## src/rtl/display_pkg.sv

```systemverilog
`default_nettype none
// ============================================================================
// display_pkg : FSM states, seven-segment patterns and decimal-limit helper
// Revision    : 1.0
// ============================================================================
package display_pkg;

  typedef enum logic [1:0] {
    ST_IDLE  = 2'd0,
    ST_SHIFT = 2'd1,
    ST_DONE  = 2'd2
  } state_e;

  // Active-low, bit order gfedcba
  localparam logic [6:0] SEG_BLANK = 7'b1111111;
  localparam logic [6:0] SEG_DASH  = 7'b0111111;

  localparam logic [6:0] SEG_TABLE [10] = '{
    7'b1000000, 7'b1111001, 7'b0100100, 7'b0110000, 7'b0011001,
    7'b0010010, 7'b0000010, 7'b1111000, 7'b0000000, 7'b0010000
  };

  function automatic logic [63:0] dec_limit(input int digits);
    logic [63:0] lim;
    lim = 64'd1;
    for (int i = 0; i < digits; i++) begin
      lim = lim * 64'd10;
    end
    return lim - 64'd1;
  endfunction

  localparam logic [63:0] DEC_LIMIT_DEFAULT = dec_limit(4);

endpackage
`default_nettype wire

```

## src/rtl/seg7_encode.sv

```systemverilog
`default_nettype none
// ============================================================================
// seg7_encode : BCD nibble to active-low seven-segment pattern
// Revision    : 1.0
// ============================================================================
module seg7_encode
  import display_pkg::*;
(
  input  logic [3:0] nibble,
  output logic [6:0] seg
);

  always_comb begin
    seg = SEG_BLANK;
    if (nibble <= 4'd9) begin
      seg = SEG_TABLE[nibble];
    end
  end

endmodule
`default_nettype wire

```

## src/rtl/bcd_hex_display.sv

```systemverilog
`default_nettype none
// ============================================================================
// bcd_hex_display : captures a binary value, converts it to BCD by sequential
//                   double-dabble and drives blanked/overflow-aware 7-seg digits
// Revision        : 1.0
// ============================================================================
module bcd_hex_display
  import display_pkg::*;
#(
  parameter int DATA_W = 16,
  parameter int DIGITS = 4
) (
  input  logic                  clk,
  input  logic                  rst_n,
  input  logic [DATA_W-1:0]     in,
  output logic [7*DIGITS-1:0]   hex,
  output logic                  busy
);

  localparam int              CNT_W   = $clog2(DATA_W + 1);
  localparam int              BCD_W   = 4 * DIGITS;
  localparam int              HEX_W   = 7 * DIGITS;
  localparam logic [63:0]     LIMIT   = dec_limit(DIGITS);
  localparam logic [HEX_W-1:0] HEX_RST = {{(HEX_W-7){1'b1}}, SEG_TABLE[0]};

  state_e             state_q, state_d;
  logic [DATA_W-1:0]  last_q,  last_d;
  logic [DATA_W-1:0]  sh_q,    sh_d;
  logic [BCD_W-1:0]   bcd_q,   bcd_d;
  logic [CNT_W-1:0]   cnt_q,   cnt_d;
  logic               ovf_q,   ovf_d;
  logic [HEX_W-1:0]   hex_q,   hex_d;

  logic [BCD_W-1:0]   bcd_adj;
  logic [HEX_W-1:0]   hex_enc;
  logic               leading;
  logic [6:0]         seg_w [DIGITS];

  generate
    for (genvar g = 0; g < DIGITS; g++) begin : g_seg
      seg7_encode u_seg (
        .nibble (bcd_q[4*g +: 4]),
        .seg    (seg_w[g])
      );
    end
  endgenerate

  // Double-dabble correction applied before each shift
  always_comb begin
    bcd_adj = bcd_q;
    for (int i = 0; i < DIGITS; i++) begin
      if (bcd_q[4*i +: 4] >= 4'd5) begin
        bcd_adj[4*i +: 4] = bcd_q[4*i +: 4] + 4'd3;
      end
    end
  end

  // Scan from the most significant digit, blanking zeros until the first non-zero
  always_comb begin
    hex_enc = '1;
    leading = 1'b1;
    for (int i = DIGITS - 1; i >= 0; i--) begin
      if (ovf_q) begin
        hex_enc[7*i +: 7] = SEG_DASH;
      end else if (leading && (bcd_q[4*i +: 4] == 4'd0) && (i != 0)) begin
        hex_enc[7*i +: 7] = SEG_BLANK;
      end else begin
        leading           = 1'b0;
        hex_enc[7*i +: 7] = seg_w[i];
      end
    end
  end

  always_comb begin
    state_d = state_q;
    last_d  = last_q;
    sh_d    = sh_q;
    bcd_d   = bcd_q;
    cnt_d   = cnt_q;
    ovf_d   = ovf_q;
    hex_d   = hex_q;
    case (state_q)
      ST_IDLE: begin
        if (in != last_q) begin
          last_d  = in;
          sh_d    = in;
          bcd_d   = '0;
          cnt_d   = '0;
          ovf_d   = (64'(in) > LIMIT);
          state_d = ST_SHIFT;
        end
      end
      ST_SHIFT: begin
        {bcd_d, sh_d} = {bcd_adj, sh_q} << 1;
        cnt_d         = cnt_q + CNT_W'(1);
        if (cnt_q == CNT_W'(DATA_W - 1)) begin
          state_d = ST_DONE;
        end
      end
      ST_DONE: begin
        hex_d   = hex_enc;
        state_d = ST_IDLE;
      end
      default: begin
        state_d = ST_IDLE;
      end
    endcase
  end

  always_ff @(posedge clk) begin
    if (!rst_n) begin
      state_q <= ST_IDLE;
      last_q  <= '0;
      sh_q    <= '0;
      bcd_q   <= '0;
      cnt_q   <= '0;
      ovf_q   <= 1'b0;
      hex_q   <= HEX_RST;
    end else begin
      state_q <= state_d;
      last_q  <= last_d;
      sh_q    <= sh_d;
      bcd_q   <= bcd_d;
      cnt_q   <= cnt_d;
      ovf_q   <= ovf_d;
      hex_q   <= hex_d;
    end
  end

  assign hex  = hex_q;
  assign busy = (state_q != ST_IDLE);

endmodule
`default_nettype wire
```

## config.mk

```make
export PLATFORM = sky130hd
export DESIGN_NAME = bcd_hex_display
export DESIGN_NICKNAME = d
export VERILOG_FILES = /design/src/rtl/display_pkg.sv /design/src/rtl/seg7_encode.sv /design/src/rtl/bcd_hex_display.sv
export SDC_FILE = /design/constraint.sdc
export NUM_CORES = 1
export LEC_CHECK = 0
export CORE_ASPECT_RATIO = 0.6
export CORE_UTILIZATION = 30
export DETAILED_ROUTE_END_ITERATION = 6
export DONT_BUFFER_PORTS = 1
export PLACE_DENSITY = 0.54
export SLEW_MARGIN = 40
export SYNTH_ARGS = -nofsm -noshare
export SYNTH_HDL_FRONTEND = slang
export SYNTH_SLANG_ARGS = --single-unit
export TNS_END_PERCENT = 50
```

## constraint.sdc

```tcl
create_clock -name clk -period 2.46 [get_ports clk]
set_input_delay 0.123 -clock clk [delete_from_list [all_inputs] [get_ports clk]]
set_output_delay 0.123 -clock clk [all_outputs]
set_load 0.03 [all_outputs]
```

==> summary.md, run 1 <==
| Metric | Value |
|---|---|
| Synthesized area | 4420 sq um |
| Synthesis Warnings | 0 |
| Syn_nets | 589 |
| Clk sinks | 84 |
| Final setup violation count | 0 |
| Design Power | 3180 uW |
| Worst-Skew Late Latency | 330 ps |
| Vias per cell | 5.28 |
| Post-Route Skew | 5.88 ps |
| Pin count of the biggest net entering global routing | 49 |
| Critical Path End Type | flip-flop |
| Share of cells above drive strength 1 | 7.08% |
| Slew Viols, Final | 0 |
| CTS tree | done |
| Largest vdd supply drop | 0.343 mV |
| CP arrival | 2480 ps |
| Clk root buf | clkbuf_16 |
| Fmax | 445 MHz |
| Setup TNS | 0 ps |
| Final ANT Viol Nets | 0 |
| Seq/Total Area, Yosys | 38.0% |
| Min-delay worst type | primary input to flip-flop |
| Post-synth EDFFs | 0 |
| Row count | 33 |
| Worst-Margin Slew | 692 ps |
| Core footprint | 14000 sq um |
| Min Tclk post-route | 2250 ps |
| Area growth from synthesis to final layout | 16.4% |
| Vias | 3920 |
| RSZ-0062 raised after global routing | no |
| CTS resizes | 0 |
| Final Hold Viols | 0 |
| Asr flop ratio synth | 0% |
| Clock tree buffer depth | 2 |
| Critical path required time | 2690 ps |
| DIE HEIGHT | 96.0 um |
| CP Max Fanout | 19 |
| Crit share post-route | 91.3% |
| Slew headroom | 53.8% |
| Residual DRC count | 0 |
| CTS H-tree lvls | 3 |
| Post-detailed-route wirelength per cell | 15.9 um |
| Initial cell density of the core | 31.6% |
| RePlAce Congestion | 0.802 |
| Initial antenna violation count | 0 |
| Post-Syn Instances | 549 |
| Max-Cap Viols | 0 |
| Synth Register Bits | 84 |
| Chip width | 159 um |
| Most frequent cells in the layout | dfxtp_1, a21oi_1, nor2_1, nand2_1, o21ai_0 |
| Diode count | 0 |
| Top_reg_cell synth | dfxtp_1 |
| Die ar. | 15200 sq um |
| Vias in the first global route | 3595 |
| CTS Buf Count | 9 |
| # port buffers | 0 |
| Commonest non-fill, non-tap cell in the layout | dfxtp_1 |
| Crit Path Category | flip-flop to flip-flop |
| NumNets Final | 587 |
| Setup Buffers After CTS | 0 |
| Startpoint Class | flip-flop |
| P_leak | 0.00191 uW |
| Drt pass-1 iters | 5 |
| Global-route wire length before repair | 19.4 mm |
| Hold_buf cts | 17 |
| # IOs | 47 |
| Grt ovf | 0 |
| Clock Pin Slew Worst Setup and Hold Paths | 60 ps |
| Distinct cells, synth | 38 |
| First DRT Iteration DRCs | 293 |
| Final wirelength | 11.8 mm |
| Pwr/cell area | 619 nW/um^2 |
| Tot GR Track Use | 15.8% |
| Run status | finished, final reports clean |
| Post-DP HPWL | 7.75 mm |
| Avg Cell Area, Syn | 8.05 sq um |
-- path summary, 6_finish.rpt --
path | start | end | slack, ps | depth (start not counted)
setup / recovery | last_q[1] | sh_q[6] | 210 | 6
hold / removal | in[11] | sh_q[11] | 50 | 2
setup reg to reg | last_q[1] | sh_q[6] | 210 | 6
hold reg to reg | sh_q[15] | bcd_q[0] | 470 | 2
-- registers in the layout (all words and copies together), names as in the netlist --
name	cells
bcd_q	16
cnt_q	5
state_q	2
sh_q	16
last_q	16
hex	28
ovf_q	1
-- routing by layer --
metal | vias up | GRT usage [%] | share of wire (%)
li1 | 1961 | - | -
met1 | 1874 | 23.1 | 52
met5 | - | 0 | 0
met3 | 7 | 3.96 | 4.7
met4 | 0 | 3.24 | 0.55
met2 | 78 | 23.2 | 42
-- cells in the mapped netlist, types with 14 or more instances --
master / number / area share [%]
ha_1: 22 / 6.2
o21a_1: 25 / 4.2
nand2_1: 44 / 3.7
clkbuf_1: 37 / 3.1
dfxtp_1: 84 / 38
a32o_1: 15 / 3.4
nor2_1: 48 / 4.1
xor2_1: 17 / 3.4
nand3_1: 27 / 3.1
inv_1: 14 / 1.2
a21oi_1: 75 / 8.5
a211oi_1: 14 / 2.4
o21ai_0: 35 / 4.0
-- metrics by stage --
stage / instance area, sq um / hold slack [ps] / util (%) / instances / setup slack [ps]
final: 5140 / 54.0 / 36.8 / 743 / 214
after global routing: 5140 / 46.8 / 36.8 / 743 / 116
after CTS: 5140 / 44.3 / 36.7 / 743 / 163
after detailed placement: 4630 / 211 / 33.1 / 711 / 188
after global placement: 4630 / 208 / 33.1 / 711 / 319
after floorplan: 4420 / 271 / - / 549 / 742
-- kinds of logic (layout without fill, tap and decap cells) --
kind of cell               Yosys count  in the layout  synth area share, %
AOI/OAI and AO/OA                  201            201                 29.2
and+or+nand+nor                    159            159                 16.6
buffers and inverters               60             62                 5.24
muxes                                2              2                0.453
adders and majority gates           22             22                 6.23
DFF                                 84             84                 38.0
xor gates and xnor gates            21             21                 4.16
-- critical path, cell delays in order (launching register included) --
cell     delay (ps)
dfxtp_1         320
xor2_1          160
nor4_1          540
nand4_1         360
buf_4           310
a32o_1          280
o21a_1          180
-- layout make-up --
class	instances	area (sq um)
flip-flops and latches	84	1680
clock inverters	4	72.6
fillers	1377	8850
multi-input cells	405	2520
well taps	192	240
repair buffers	32	318
inverters	15	56.3
clock buffers	11	253
-- power by group --
part / internal (uW) / switching, uW
registers: 1400 / 28.9
logic: 111 / 150
clock network: 938 / 552
total: 2450 / 731
(Power assumes the default switching activity.)
==> run 2: changes to the inputs <==
- CTS_BUF_LIST: unset -> sky130_fd_sc_hd__clkbuf_4 sky130_fd_sc_hd__clkbuf_8
- CTS_CLUSTER_DIAMETER: unset -> 60
==> summary.md, run 2 (synthesized netlist as in run 1, its figures left out) <==
| Metric | Value |
|---|---|
| Area growth from synthesis to final layout | 14.1% |
| # IOs | 47 (unchanged) |
| Residual DRC count | 0 (unchanged) |
| Die ar. | 15200 sq um (unchanged) |
| P_leak | 0.00187 uW (-2.4%) |
| RePlAce Congestion | 0.802 (unchanged) |
| CP arrival | 2510 ps (+30 ps) |
| Initial antenna violation count | 0 (unchanged) |
| Setup TNS | 0 ps (unchanged) |
| Commonest non-fill, non-tap cell in the layout | dfxtp_1 |
| Final Hold Viols | 0 (unchanged) |
| Crit share post-route | 91.4% (+0.098 points) |
| Drt pass-1 iters | 5 (unchanged) |
| Flip-flop count of the largest register after layout | 28 (unchanged) |
| Design Power | 2820 uW (-11%) |
| Final instance area | 5040 sq um (-2.0%) |
| Vias per cell | 5.27 (-0.10%) |
| Clk sinks | 84 (unchanged) |
| DIE HEIGHT | 96.0 um (unchanged) |
| Chip width | 159 um (unchanged) |
| Grt ovf | 0 (unchanged) |
| Clock Pin Slew Worst Setup and Hold Paths | 90 ps (+30 ps) |
| NumNets Final | 587 (unchanged) |
| Row count | 33 (unchanged) |
| Max-Cap Viols | 0 (unchanged) |
| Final setup violation count | 0 (unchanged) |
| Clk root buf | clkbuf_8 |
| Run status | finished, final reports clean |
| Min-delay worst type | primary input to flip-flop |
| Worst-Skew Late Latency | 360 ps (+30 ps) |
| Initial cell density of the core | 31.6% (unchanged) |
| Critical Path End Type | flip-flop |
| Global-route wire length before repair | 19.4 mm (about the same) |
| Final ANT Viol Nets | 0 (unchanged) |
| Crit Path Category | flip-flop to flip-flop |
| Setup Buffers After CTS | 0 (unchanged) |
| Final wirelength | 11.8 mm (-0.14%) |
| Post-DP HPWL | 7.75 mm (unchanged) |
| CTS H-tree lvls | 3 (unchanged) |
| Vias | 3916 (-0.10%) |
| CP Max Fanout | 19 (unchanged) |
| Critical path required time | 2720 ps (+30 ps) |
| Min Tclk post-route | 2250 ps (+2.41 ps) |
| Most frequent cells in the layout | dfxtp_1, a21oi_1, nor2_1, nand2_1, o21ai_0 |
| Core footprint | 14000 sq um (unchanged) |
| Post-detailed-route wirelength per cell | 15.9 um (-0.14%) |
| Vias in the first global route | 3591 (-0.11%) |
| Share of cells above drive strength 1 | 7.08% (unchanged) |
| Worst-Margin Slew | 702 ps (+9.60 ps) |
| CTS resizes | 0 (unchanged) |
| Pwr/cell area | 559 nW/um^2 (-9.7%) |
| Slew headroom | 53.2% (-0.64 points) |
| First DRT Iteration DRCs | 338 (+15%) |
| Tot GR Track Use | 15.8% (+0.019 points) |
| Diode count | 0 (unchanged) |
| Pin count of the biggest net entering global routing | 49 (unchanged) |
| Startpoint Class | flip-flop |
| CTS Buf Count | 9 (unchanged) |
| Placement Cell Area | 4630 sq um (unchanged) |
| Fmax | 445 MHz (-0.11%) |
| Largest vdd supply drop | 0.255 mV (-26%) |
| RSZ-0062 raised after global routing | no |
| Hold Path Stages | 2 (unchanged) |
| # port buffers | 0 (unchanged) |
| Clock tree buffer depth | 2 (unchanged) |
| CTS tree | done |
| FF-to-FF path depth | 6 (unchanged) |
| Post-Route Skew | 11.9 ps (+6.04 ps) |
| Slew Viols, Final | 0 (unchanged) |
## run 2: cell count changes in the layout (fill, tap and decap cells not counted)
cell,delta
clkbuf_16,-9
clkbuf_8,+9
## run 2: worst paths after layout
| check | startpoint | to | slack [ps] |
|---|---|---|---|
| worst max register to register | last_q[1] | sh_q[4] | 210 |
| worst min-delay path | in[5] | sh_q[5] | 30 |
| worst min register to register | sh_q[15] | bcd_q[0] | 470 |
| worst max-delay path | last_q[1] | sh_q[4] | 210 |
## run 2: critical path, cell delays in order (launching register included)
cell     delay, ps
dfxtp_1        330
xor2_1         150
nor4_1         550
nand4_1        360
buf_4          310
a32o_1         270
o21a_1         180
## run 2: stage by stage
stage	util, %	worst slack [ps]	cells	hold slack, ps
CTS	36.0	154	743	13.6
global route	36.0	112	743	10.3
detailed placement	33.1	188	711	211
floorplan	-	742	549	271
global placement	33.1	319	711	208
finish	36.0	212	743	29.9
## run 2: what timing repair did
| item | in CTS | in global routing |
|---|---|---|
| endpoints found under the hold margin | 65 | 0 |
| endpoints found under the setup margin | 0 | 0 |
| hold buffers | 17 | 0 |
## run 2: per-layer routing
| metal | part of all wire [%] | global-route usage [%] |
|---|---|---|
| met5 | 0 | 0 |
| met1 | 52 | 23.0 |
| met3 | 6.3 | 4.22 |
| met4 | 0.72 | 3.24 |
| met2 | 41 | 23.2 |
## run 2: final cells by class
cell class              instances  area, sq um
fillers                      1387         8950
multi-input cells             405         2520
flip-flops and latches         84         1680
repair buffers                 32          318
well taps                     192          240
clock buffers                  11          151
clock inverters                 4         72.6
inverters                      15         56.3
## run 2: power breakdown
| group | internal, uW | total (uW) | switching (uW) |
|---|---|---|---|
| Sequential | 1400 | 1430 | 28.8 |
| Clock | 621 | 1130 | 507 |
| Combinational | 111 | 260 | 149 |
